File: src/rtl/serial_pkg.sv
// Shared definitions for the serial pattern transmitter and its receive-side benches.
package serial_pkg;

  localparam int unsigned DEF_WIDTH = 8;
  localparam int unsigned DEF_REP_W = 4;
  localparam int unsigned DEF_CNT_W = 16;

  typedef enum logic {
    IDLE = 1'b0,
    SEND = 1'b1
  } state_t;

endpackage

File: src/rtl/sat_counter.sv
// Saturating up-counter: counts inc pulses, holds at all-ones.
module sat_counter #(
  parameter int unsigned CNT_W = serial_pkg::DEF_CNT_W
) (
  input  logic             clk,
  input  logic             rst,
  input  logic             inc,
  output logic [CNT_W-1:0] q
);

  // Count increments, stopping at the maximum value.
  always_ff @(posedge clk) begin
    if (rst) begin
      q <= '0;
    end else if (inc && (q != '1)) begin
      q <= q + CNT_W'(1);
    end
  end

endmodule

File: src/rtl/serial_pattern_tx.sv
// Serial pattern transmitter: sends a captured word MSB first, in_reps+1 times,
// with a one-cycle IDLE gap between requests and a saturating frame counter.
module serial_pattern_tx
  import serial_pkg::*;
#(
  parameter int unsigned WIDTH = DEF_WIDTH,
  parameter int unsigned REP_W = DEF_REP_W,
  parameter int unsigned CNT_W = DEF_CNT_W
) (
  input  logic             clk,
  input  logic             rst,
  input  logic             in_valid,
  output logic             in_ready,
  input  logic [WIDTH-1:0] in_data,
  input  logic [REP_W-1:0] in_reps,
  output logic             a,
  output logic             a_valid,
  output logic             busy,
  output logic             done,
  output logic [CNT_W-1:0] sent_count
);

  localparam int unsigned BCW = $clog2(WIDTH);

  state_t           state;
  logic [WIDTH-1:0] word;
  logic [BCW-1:0]   bit_cnt;
  logic [REP_W-1:0] rep_cnt;
  logic             last_bit;

  // The captured word is never shifted; bit_cnt selects the presented bit so
  // every repetition replays identical data.
  always_ff @(posedge clk) begin
    if (rst) begin
      state   <= IDLE;
      word    <= '0;
      bit_cnt <= '0;
      rep_cnt <= '0;
    end else begin
      case (state)
        IDLE: begin
          if (in_valid) begin
            word    <= in_data;
            rep_cnt <= in_reps;
            bit_cnt <= BCW'(WIDTH - 1);
            state   <= SEND;
          end
        end
        SEND: begin
          if (bit_cnt == '0) begin
            if (rep_cnt != '0) begin
              rep_cnt <= rep_cnt - REP_W'(1);
              bit_cnt <= BCW'(WIDTH - 1);
            end else begin
              state <= IDLE;
            end
          end else begin
            bit_cnt <= bit_cnt - BCW'(1);
          end
        end
        default: state <= IDLE;
      endcase
    end
  end

  // Outputs decoded purely from registered state.
  always_comb begin
    last_bit = (state == SEND) && (bit_cnt == '0);
    in_ready = (state == IDLE);
    a_valid  = (state == SEND);
    busy     = (state == SEND);
    a        = (state == SEND) && word[bit_cnt];
    done     = last_bit && (rep_cnt == '0);
  end

  sat_counter #(
    .CNT_W(CNT_W)
  ) u_frame_cnt (
    .clk (clk),
    .rst (rst),
    .inc (last_bit),
    .q   (sent_count)
  );

endmodule

File: config.mk
export PLATFORM = sky130hd
export DESIGN_NAME = serial_pattern_tx
export DESIGN_NICKNAME = d
export VERILOG_FILES = /design/src/rtl/serial_pkg.sv /design/src/rtl/sat_counter.sv /design/src/rtl/serial_pattern_tx.sv
export SDC_FILE = /design/constraint.sdc
export NUM_CORES = 1
export LEC_CHECK = 0
export ABC_CLOCK_PERIOD_IN_PS = 2100
export CORE_MARGIN = 4
export CORE_UTILIZATION = 50
export CTS_CLUSTER_DIAMETER = 100
export DETAILED_ROUTE_END_ITERATION = 8
export GPL_TIMING_DRIVEN = 0
export PLACE_DENSITY = 0.86
export SYNTH_ARGS = -nofsm -noshare
export SYNTH_HDL_FRONTEND = slang
export SYNTH_SLANG_ARGS = --single-unit
File: constraint.sdc
create_clock -name clk -period 2.1 [get_ports clk]
set_input_delay 0.525 -clock clk [delete_from_list [all_inputs] [get_ports clk]]
set_output_delay 0.525 -clock clk [all_outputs]
set_load 0.005 [all_outputs]
# ---- Word level (Yosys, flattened, before mapping)
# Index checks and enable logic that the tools add are counted.
dict set report op_classes {
  addsub 3
  magnitude_cmp 1
  eq_ne 5
  n_mux 14
  bitwise 1
  reduce_logical 10
}
# op n
set op_table {}
lappend op_table {{$add 16x1->16 const B} 1}
lappend op_table {{$ne 16x16->1 const B} 1}
lappend op_table {{$mux 4} 3}
lappend op_table {{$mux 3} 3}
lappend op_table {{$pmux 4 s2} 1}
lappend op_table {{$pmux 3 s2} 1}
lappend op_table {{$logic_and 1x1->1} 4}
lappend op_table {{$logic_not 4->1} 1}
lappend op_table {{$lt 3x4->1 const B} 1}
lappend op_table {{$mux 1} 4}
lappend op_table {{$ne 2x1->1 const B} 2}
lappend op_table {{$reduce_and 2->1} 2}
lappend op_table {{$reduce_bool 4->1} 1}
lappend op_table {{$sub 4x1->4 const B} 1}
lappend op_table {{$bmux 1 s3} 1}
lappend op_table {{$logic_not 3->1} 1}
lappend op_table {{$ne 3x3->1 const B} 1}
lappend op_table {{$reduce_and 3->1} 1}
lappend op_table {{$sub 3x1->3 const B} 1}
lappend op_table {{$ne 2x2->1 const B} 1}
lappend op_table {{$pmux 1 s2} 1}
lappend op_table {{$not 1->1} 1}
dict set report word_totals {
  register_bits 32
  inputBits 15
  wordCells 39
}

# ---- Depth between registers and ports, before layout
# Gate-level depths: netlist of the first run.
dict set report depth {
  depth_word 4
  mapped_depth 7
  depth_no_buf 6
}

# ---- Cells and area by module
# A second synthesis of the first run with hierarchy kept.
dict set report unflattened {
  cells_unflattened 198
  area_unflattened_um2 1681.6
}
# module n_inst cells_each area_per_inst_um2 seq_area_each_um2
set modules_own_cells {}
lappend modules_own_cells {sat_counter 1 99 848.3 320.3}
lappend modules_own_cells {serial_pattern_tx 1 99 833.3 320.3}

# ---- Least setup slack after synthesis of the first run
# OpenSTA, ideal clock, no wires.
dict set report synth_timing {
  path_kind {register to register}
  start {register bit_cnt[0]}
  end {register u_frame_cnt.q[15]}
  arrival_ns 1.693
  required_ns 2.030
  path_slack_ns 0.337
  path_stages_with_launch 8
  path_buffers 1
  period_less_slack_ns 1.763
  cell_sequence {dfxtp_1 -> inv_1 -> ha_1 -> and3b_1 -> buf_2 -> nand4_4 -> or4_1 -> a21oi_1}
}
dict set report synth_between {
  elab_chain_len 3
}
# item line_no
set synth_lines {}
lappend synth_lines {{start: declaration} serial_pattern_tx.sv:27} ;# logic [BCW-1:0] bit_cnt;
lappend synth_lines {{start signal: assignment} serial_pattern_tx.sv:45} ;# bit_cnt <= BCW'(WIDTH - 1);
lappend synth_lines {{start signal: assignment} serial_pattern_tx.sv:53} ;# bit_cnt <= BCW'(WIDTH - 1);
lappend synth_lines {{start signal: assignment} serial_pattern_tx.sv:58} ;# bit_cnt <= bit_cnt - BCW'(1);
lappend synth_lines {{$logic_not 3->1} serial_pattern_tx.sv:68} ;# last_bit = (state == SEND) && (bit_cnt == '0);
lappend synth_lines {{$logic_and 1x1->1} serial_pattern_tx.sv:68}
lappend synth_lines {{$logic_and 1x1->1} sat_counter.sv:15} ;# end else if (inc && (q != '1)) begin
lappend synth_lines {{end signal: assignment} sat_counter.sv:16} ;# q <= q + CNT_W'(1);
lappend synth_lines {{end: declaration} sat_counter.sv:8} ;# output logic [CNT_W-1:0] q
# Every way passes these cells.
# A chain may end at the register's enable or synchronous reset.

# ---- Worst setup path after layout of the first run
dict set report layout_timing {
  start {register bit_cnt[0]}
  end {output port a}
}
dict set report layout_between {
  elab_chain_len 3
}
# item line_no
set layout_lines {}
lappend layout_lines {{$bmux 1 s3} serial_pattern_tx.sv:72} ;# a = (state == SEND) && word[bit_cnt];
lappend layout_lines {{$mux 1 (implied by the code)} serial_pattern_tx.sv:72}
lappend layout_lines {{$logic_and 1x1->1} serial_pattern_tx.sv:72}
lappend layout_lines {{end: declaration} serial_pattern_tx.sv:16} ;# output logic a,
# Every way passes these cells. The select of a mux whose other input is x is not followed.

==> summary.txt, run 1 <==
Outcome
  – Outcome: completed

Clocking
  – # hold bufs at CTS: 0
  – Reg clk slew, reported paths: 0.11 ns
  – CTS Sinks: 32
  – CTS Root Cell: clkbuf_4
  – Max H-tree Level: 2
  – Clock Latency Late Sink: 0.34 ns
  – CTS tree: yes
  – Cts bufs inserted: 5
  – Max clock buf depth: 2

Synth
  – Syn Nets: 212
  – Unique masters post-synth: 48
  – Post-synth EDFFs: 0
  – Synthesized flop and latch total: 32
  – Top FF cell, synth: dfxtp_1
  – Mapped Cells: 193
  – Post-synthesis sequential area ratio: 38.6%
  – Synthesized area: 1660 um2
  – Syn Area/Cell: 8.61 um2
  – Asr flop ratio synth: 0%
  – Yosys warnings: 0

Route
  – Via count: 1600
  – Initial DRT Pass Iterations: 4
  – Residual DRC: 0
  – Via/cell ratio: 5.61
  – Detail Route Antenna Nets: 0
  – Routed length on met1: 1.86 mm
  – WL met2: 1.84 mm
  – Highest Signal Layer: met4
  – Final Routed Wirelength: 4.02 mm
  – WL met3: 257 um
  – Initial drt markers: 79
  – DR WL/cell: 14.1 um

Floorplan
  – Row count: 20
  – Area of the core: 3130 um2
  – Die span in y: 65.6 um
  – Initial Util: 53.1%
  – I/O pin total: 36
  – Die width: 65.6 um
  – Die Area: 4310 um2

STA
  – Min Tclk post-route: 2.06 ns
  – Period utilisation layout: 98.2%
  – Max frequency: 0.485 GHz
  – Final hold vios: 0
  – Slew HR: 65.4%
  – # setup viols final: 0
  – Setup Skew: 0.00647 ns
  – Hold slack: 0.462 ns
  – RSZ-0062 raised after global routing: true
  – Pins Over Slew Limit: 0
  – Worst slew pin tran: 0.518 ns
  – Post-route setup TNS: 0 ns

Power
  – Static Leak: 0.841 nW
  – Sw frac: 28.8%
  – NetSw: 0.374 mW
  – Clock power share: 29.7%
  – Cell Int Power: 0.927 mW
  – Design Power: 1.30 mW
  – Sequential share of power: 51.3%
  – Worst IR Drop VDD: 328 uV
  – Pwr dens: 587 nW/um2
  – Comb power frac: 19.0%

Critical path
  – Crit Path Max Fanout: 3
  – Buffers and inverters on the worst path: 1
  – Crit path max-delay family: multiplexers
  – Worst Path Required: 1.57 ns
  – Slowest stage delay, CP: 0.50 ns
  – Crit Path Class: reg2out
  – Crit-path cells: mux4_2, mux2i_1, nor2_1, buf_2
  – CP Launch Type: flip-flop
  – Setup crit end kind: primary output
  – Slowest stage cell, crit path: mux4_2
  – R2R Setup Slk: 0.07 ns
  – WP data arrival: 1.54 ns

Placement
  – Routability Congestion: 0.826
  – # port buffers: 35
  – Post-placement cell count: 272
  – Hpwl dp: 2.74 mm

Run
  – Max cap viols: 0

Layout
  – Final design utilization: 70.9%
  – Final Non-Filler Cells: 285
  – Share of cells above drive strength 1: 17.0%
  – Fin nets: 259
  – Syn-to-layout area delta: 33.5%
  – Antenna diodes: 0

GRT
  – Congestion Overflow GR: 0
  – Global-route wire length before repair: 6.76 mm
  – Initial antenna violation count: 0
  – Largest net degree at the start of global routing: 11
  – Number of global-route vias before repair: 1529
  – Global-route usage over all layers: 20.2%

Hold path
  – Min-Delay Path Class: reg2reg
## worst min-delay path: stages, from the launching register on
cell and delay [ns]:
dfxtp_1 0.33, nand2_1 0.05, a21oi_1 0.05
## power by group through the flow
stage / combinational, mW / clock (mW) / sequential, mW
6_report: 0.247 / 0.387 / 0.667
5_1_grt: 0.274 / 0.420 / 0.672
4_1_cts: 0.226 / 0.393 / 0.665
3_5_place_dp: 0.206 / 0 / 0.677
3_3_place_gp: 0.201 / 0 / 0.676
2_1_floorplan: 0.132 / 0 / 0.670
## routing by layer
metal | vias to the layer above | GRT usage, %
met5 | - | 0
li1 | 809 | -
met4 | 0 | 8.81
met1 | 729 | 25.2
met3 | 8 | 5.13
met2 | 54 | 32.8
## final timing paths
| check | end | from | cells after the start |
|---|---|---|---|
| max | a | bit_cnt[0] | 4 |
| min | word[3] | word[3] | 2 |
| max reg2reg | u_frame_cnt.q[6] | bit_cnt[0] | 8 |
| min reg2reg | word[3] | word[3] | 2 |
## area by class of cell
cell class | instances | area, um2
Clock buffer | 6 | 51.3
Sequential cell | 32 | 648
Timing Repair Buffer | 41 | 389
Buffer | 8 | 36.3
Clock inverter | 2 | 10.0
Inverter | 11 | 41.3
Tap cell | 44 | 55.1
Fill cell | 263 | 910
Multi-Input combinational cell | 141 | 987
## per-stage QoR
stage | worst slack (ns) | instance area [um2]
after floorplan | 0.337 | 1660
after global placement | -0.191 | 2070
after detailed placement | -0.167 | 2070
after CTS | -0.0337 | 2170
after global routing | -0.0420 | 2220
final | 0.0376 | 2220
## kinds of logic (layout without fill, tap and decap cells)
kind of cell	Yosys count	count (layout)	share of synthesized area, %
flip-flops	32	32	38.6
multiplexers	8	8	6.70
buffers and inverters	20	68	4.97
adder cells (fa/ha/maj)	4	4	3.01
AND/OR/NAND/NOR	78	78	26.5
AO/OA/AOI/OAI	51	51	20.3
## layout by cell type (no fill, tap or decap), types with 3 or more instances in the layout
cell and count:
ha_1 3, nor2_1 12, buf_4 6, clkbuf_4 5, a311oi_1 5, inv_1 9, nor2b_1 5, a21oi_1 21
dfxtp_1 28, clkbuf_1 4, nand3_1 4, o41ai_1 3, mux2i_1 4, nor3_1 4, clkdlybuf4s50_1 33, nand2_1 27
nand4_1 3, o21ai_0 8, dfxtp_2 3
## synth_stat cells (4+ instances only)
cell type | count | area, um2
nor2b_1 | 5 | 31.3
a21oi_1 | 21 | 105
nor3_1 | 4 | 20.0
nor2_1 | 12 | 45.0
o21ai_0 | 9 | 45.0
clkbuf_1 | 4 | 15.0
a311oi_1 | 5 | 43.8
nand2_1 | 28 | 105
ha_1 | 4 | 50.1
inv_1 | 11 | 41.3
nand3_1 | 4 | 20.0
dfxtp_1 | 32 | 641
mux2i_1 | 4 | 40.0
## timing repair
action / CTS / global route
pin swaps: 1 / 1
setup endpoints to repair: 2 / 11
setup buffers: 3 / 3
gates resized for setup: 18 / 10
## registers in the layout, summed over array words and instances, names as in the netlist
signal and count:
u_frame_cnt.q 16, word 8, rep_cnt 4, bit_cnt 3, a_valid 1
Note: power is estimated with default switching activity, not from simulation.
==> run 2: changes to the inputs <==
--- a/config.mk
+++ b/config.mk
@@ -5,7 +5,7 @@
 export SDC_FILE = /design/constraint.sdc
 export NUM_CORES = 1
 export LEC_CHECK = 0
-export ABC_CLOCK_PERIOD_IN_PS = 2100
+export ABC_CLOCK_PERIOD_IN_PS = 2300
 export CORE_MARGIN = 4
 export CORE_UTILIZATION = 50
 export CTS_CLUSTER_DIAMETER = 100
==> constraint.sdc (replaced) <==
create_clock -name clk -period 2.3 [get_ports clk]
set_input_delay 0.575 -clock clk [delete_from_list [all_inputs] [get_ports clk]]
set_output_delay 0.575 -clock clk [all_outputs]
set_load 0.005 [all_outputs]
==> run 2 against run 1 <==
First-iteration DRC count increased by 2.5%; combinational power decreased by 13%; non-clock buffer count decreased by 2; core utilization decreased by 0.92 points; largest cell class unchanged.
==> summary.txt, run 2 (synthesis gave the netlist of run 1 again) <==
Outcome
  – Outcome: completed

Clocking
  – Max clock buf depth: 2
  – Cts bufs inserted: 5
  – CTS Sinks: 32
  – CTS tree: yes
  – CTS Root Cell: clkbuf_4
  – Reg clk slew, reported paths: 0.11 ns
  – Clock Latency Late Sink: 0.34 ns
  – Max H-tree Level: 2

STA
  – Setup Skew: 0.00759 ns
  – Min Tclk post-route: 2.20 ns
  – Max frequency: 0.455 GHz
  – Final hold vios: 0
  – # setup viols final: 0
  – Post-route setup TNS: 0 ns
  – Worst slew pin tran: 0.641 ns
  – Period utilisation layout: 95.6%
  – Slew HR: 56.9%
  – Pins Over Slew Limit: 0

Critical path
  – WP depth: 8
  – R2R Setup Slk: 0.12 ns
  – CP Launch Type: flip-flop
  – Buffers and inverters on the worst path: 5
  – Crit Path Class: reg2out
  – R2R Path End: u_frame_cnt.q[14]
  – Reg2reg path depth: 8
  – Worst r2r src: bit_cnt[0]
  – Setup crit end kind: primary output
  – Most frequent CP cell: inv_2
  – Slowest stage delay, CP: 0.39 ns
  – WP data arrival: 1.62 ns
  – Crit-path cells: buf_4, inv_2, ha_4, and3b_1, buf_6, nand2_2, inv_2, clkdlybuf4s15_2
  – Crit Path Max Fanout: 3
  – Worst Path Required: 1.73 ns
  – Crit path max-delay family: buffers and inverters
  – Slowest stage cell, crit path: dfxtp_4

Route
  – Initial drt markers: 81
  – Detail Route Antenna Nets: 0
  – Initial DRT Pass Iterations: 4
  – Residual DRC: 0
  – DR WL/cell: 14.1 um
  – Routed length on met1: 1.90 mm
  – Final Routed Wirelength: 3.99 mm
  – WL met2: 1.80 mm
  – Via/cell ratio: 5.60
  – Highest Signal Layer: met4
  – Via count: 1584
  – WL met3: 199 um

GRT
  – Global-route usage over all layers: 20.2%
  – Global-route wire length before repair: 6.75 mm
  – Largest net degree at the start of global routing: 11
  – Number of global-route vias before repair: 1526
  – Congestion Overflow GR: 0
  – Initial antenna violation count: 0

Layout
  – Fin nets: 257
  – Most frequent cells in the layout: clkdlybuf4s50_1, dfxtp_1, nand2_1, a21oi_1, nor2_1
  – Share of cells above drive strength 1: 14.2%
  – Final Non-Filler Cells: 283
  – Multi-input logic area: 965 um2
  – Top flop regs: u_frame_cnt.q: 16 flops, word: 8 flops, rep_cnt: 4 flops
  – Most common cell after layout, fill and taps aside: clkdlybuf4s50_1
  – Syn-to-layout area delta: 31.8%
  – Register with the most flip-flops: u_frame_cnt.q
  – Reg area: 646 um2
  – Final-layout fill cell count: 270
  – Max FFs per register: 16
  – Antenna diodes: 0

Power
  – Worst IR Drop VDD: 299 uV
  – Static Leak: 0.805 nW
  – Pwr dens: 537 nW/um2

Floorplan
  – Initial Util: 53.1%
  – I/O pin total: 36
  – Die width: 65.6 um
  – Area of the core: 3130 um2
  – Die span in y: 65.6 um
  – Die Area: 4310 um2
  – Row count: 20

Placement
  – Hpwl dp: 2.74 mm
  – Post-placement cell count: 272
  – Routability Congestion: 0.826
  – # port buffers: 35

Run
  – Max cap viols: 0

Hold path
  – Min-Delay Startpoint: word[7]
  – Hold Path Sink: word[7]
  – Min-Delay Path Class: reg2reg
  – Hold depth: 2
run 2: changes by cell type in the layout (fill, tap and decap cells not counted), moves of 2 or more:
cell / previous run / this run
buf_2: 2 / 0
dfxtp_1: 28 / 30
buf_4: 6 / 4
dfxtp_2: 3 / 1
run 2: cell type report:
cell class	count	area share, %
plain buffers	9	2.17
flip-flops and latches	32	29.5
inverters	11	1.89
well taps	44	2.51
clock inverters	2	0.457
clock buffers	6	2.34
repair buffers	38	17.1
multi-input cells	141	44.1
run 2: worst max-delay path by stage:
stage / to / from / slack, ns
2_1_floorplan: u_frame_cnt.q[15] / bit_cnt[0] / 0.54
4_1_cts: done / bit_cnt[0] / 0.002
3_3_place_gp: u_frame_cnt.q[10] / rst / -0.04
5_1_grt: done / rep_cnt[0] / -0.02
6_report: done / bit_cnt[0] / 0.10
3_5_place_dp: rep_cnt[3] / rst / -0.02
run 2: metal layers:
layer / global-route usage [%] / up-vias
li1: - / 800
met5: 0 / -
met1: 25.1 / 728
met3: 5.13 / 10
met4: 8.81 / 0
met2: 32.8 / 46
run 2: per-stage QoR:
| step | power (mW) | instance area [um2] | setup slack [ns] | hold slack (ns) | util [%] |
|---|---|---|---|---|---|
| after CTS | 1.17 | 2170 | 0.00214 | 0.459 | 69.4 |
| after global routing | 1.24 | 2190 | -0.0192 | 0.491 | 70.0 |
| after global placement | 0.801 | 2070 | -0.0407 | 0.441 | 66.1 |
| after detailed placement | 0.807 | 2070 | -0.0168 | 0.444 | 66.1 |
| final | 1.17 | 2190 | 0.102 | 0.461 | 70.0 |
| after floorplan | 0.732 | 1660 | 0.537 | 0.433 | - |
run 2: worst min-delay path: stages, from the launching register on:
cell and delay, ns:
dfxtp_1 0.32, nand2_1 0.05, a21oi_1 0.05
run 2: repair_timing:
| item | CTS | global route |
|---|---|---|
| hold buffers | 0 | 0 |
| gates resized for setup | 14 | 4 |
| endpoints found under the setup margin | 2 | 5 |
| pin swaps | 1 | 0 |
| setup buffers | 2 | 1 |
run 2: power breakdown:
| part | internal (mW) | switching (mW) | leakage [nW] |
|---|---|---|---|
| Clock | 0.145 | 0.206 | 0.0380 |
| Sequential | 0.581 | 0.0275 | 0.262 |
| Combinational | 0.113 | 0.101 | 0.505 |
| Total | 0.840 | 0.335 | 0.805 |
==> run 3: changes to the inputs <==
--- a/config.mk
+++ b/config.mk
@@ -11,6 +11,7 @@
 export CTS_CLUSTER_DIAMETER = 100
 export DETAILED_ROUTE_END_ITERATION = 8
 export GPL_TIMING_DRIVEN = 0
+export MAX_ROUTING_LAYER = met4
 export PLACE_DENSITY = 0.86
 export SYNTH_ARGS = -nofsm -noshare
 export SYNTH_HDL_FRONTEND = slang
==> run 3 against run 2 <==
Sequential cell count is the same; core utilization grew 0.20 points; first-iteration DRC count grew 1.2%; non-clock buffer count is the same; sequential share of layout area shrank 0.084 points; via count shrank 0.57%; critical path type unchanged; largest cell class unchanged.
==> summary.txt, run 3 (synthesis gave the netlist of run 1 again) <==
Placement
  – Routability Congestion: 0.838
  – Post-placement cell count: 272
  – Hpwl dp: 2.74 mm
  – Cell area after placement: 2070 um2
  – Pre-CTS setup slack: -0.0168 ns
  – # port buffers: 35

GRT
  – Most used routing layer: met2
  – Global-route wire length before repair: 6.76 mm
  – Congestion Overflow GR: 0
  – Initial antenna violation count: 0
  – Largest net degree at the start of global routing: 11
  – Met3 Usage GRT: 4.96%
  – Global-route usage over all layers: 20.8%
  – GR Layer Usage met2: 32.8%
  – M1 GR Usage: 25.3%
  – Number of global-route vias before repair: 1533

Run
  – Max cap viols: 0

Layout
  – Share of cells above drive strength 1: 14.6%
  – Top flop regs: u_frame_cnt.q: 16 flops, word: 8 flops, rep_cnt: 4 flops
  – Most common cell after layout, fill and taps aside: clkdlybuf4s50_1
  – Register with the most flip-flops: u_frame_cnt.q
  – Most frequent cells in the layout: clkdlybuf4s50_1, dfxtp_1, nand2_1, a21oi_1, nor2_1
  – Max FFs per register: 16
  – Final Non-Filler Cells: 283
  – Syn-to-layout area delta: 32.2%
  – Fin nets: 257
  – Design area: 2200 um2
  – Antenna diodes: 0

Clocking
  – Reg clk slew, reported paths: 0.11 ns
  – Max clock buf depth: 2
  – Cts bufs inserted: 5
  – CTS tree: yes
  – Max H-tree Level: 2
  – # hold bufs at CTS: 0
  – CTS Sinks: 32
  – CTS Root Cell: clkbuf_4
  – Clock Latency Late Sink: 0.34 ns

Power
  – Sequential share of power: 51.7%
  – Clock power share: 30.0%
  – Design Power: 1.18 mW
  – Sw frac: 28.6%
  – NetSw: 0.337 mW
  – Worst IR Drop VDD: 300 uV
  – Comb power frac: 18.3%
  – Cell Int Power: 0.840 mW
  – Static Leak: 0.805 nW
  – Pwr dens: 536 nW/um2

STA
  – Pins Over Slew Limit: 0
  – Setup Skew: 0.00755 ns
  – Max frequency: 0.455 GHz
  – Slew HR: 65.2%
  – Worst slew pin tran: 0.522 ns
  – Worst setup margin: 0.101 ns
  – Period utilisation layout: 95.6%
  – Min Tclk post-route: 2.20 ns
  – # setup viols final: 0
  – Post-route setup TNS: 0 ns
  – Final hold vios: 0

Floorplan
  – I/O pin total: 36
  – Row count: 20
  – Area of the core: 3130 um2
  – Die Area: 4310 um2
  – Die width: 65.6 um
  – Initial Util: 53.1%
  – Die span in y: 65.6 um

Critical path
  – Worst Path Required: 1.73 ns
  – Crit-path cells: buf_4, inv_2, ha_4, and3b_1, buf_6, nand2_2, inv_2, clkdlybuf4s15_2
  – WP data arrival: 1.62 ns
  – Buffers and inverters on the worst path: 5
  – Crit path max-delay family: buffers and inverters
  – Crit Path Max Fanout: 3
  – CP Launch Type: flip-flop
  – Most frequent CP cell: inv_2
  – Slowest stage cell, crit path: dfxtp_4
  – Setup crit end kind: primary output
  – Crit Path Class: reg2out
  – Slowest stage delay, CP: 0.39 ns

Route
  – Via/cell ratio: 5.57
  – Initial DRT Pass Iterations: 4
  – DR WL/cell: 14.1 um
  – Final Routed Wirelength: 4.00 mm
  – Initial drt markers: 82
  – Via count: 1575
  – Residual DRC: 0
  – Detail Route Antenna Nets: 0

Hold path
  – Min-Delay Path Class: reg2reg

Outcome
  – Outcome: completed
## run 3: worst min-delay path: stages (launching register included)
cell and delay, ns:
dfxtp_1 0.32, nand2_1 0.05, a21oi_1 0.05
## run 3: path summary, 6_finish.rpt
kind,startpoint,endpoint,slack [ns],depth (start not counted)
hold / removal,word[7],word[7],0.46,2
hold reg to reg,word[7],word[7],0.46,2
setup reg to reg,bit_cnt[0],u_frame_cnt.q[6],0.13,8
setup / recovery,bit_cnt[0],done,0.10,8
## run 3: through the flow
stage	util, %	hold slack (ns)
3_5_place_dp	66.1	0.444
6_report	70.2	0.462
2_1_floorplan	-	0.433
3_3_place_gp	66.1	0.441
5_1_grt	70.2	0.491
4_1_cts	69.4	0.459
## run 3: final cells by class
type | count | area [um2]
Clock buffer | 6 | 51.3
Fill cell | 268 | 932
Timing Repair Buffer | 38 | 374
Clock inverter | 2 | 10.0
Tap cell | 44 | 55.1
Sequential cell | 32 | 646
Buffer | 9 | 47.5
Multi-Input combinational cell | 141 | 971
Inverter | 11 | 41.3
## run 3: timing repair
action / CTS / global route
pin swaps: 1 / 0
endpoints found under the setup margin: 2 / 5
resized for setup: 14 / 5
setup buffers: 2 / 1
## run 3: per-layer routing
layer	share of wire (%)	wire [um]	up-vias
met5	0	0	-
met4	1.8	72	0
met3	5.9	235	8
met2	45	1820	50
met1	47	1870	717
li1	-	-	800
## run 3: power groups by stage
stage	clock [mW]	sequential, mW	combinational, mW
finish	0.354	0.609	0.215
global route	0.384	0.613	0.241
CTS	0.359	0.608	0.205
detailed placement	0	0.618	0.188
global placement	0	0.617	0.184
floorplan	0	0.612	0.120
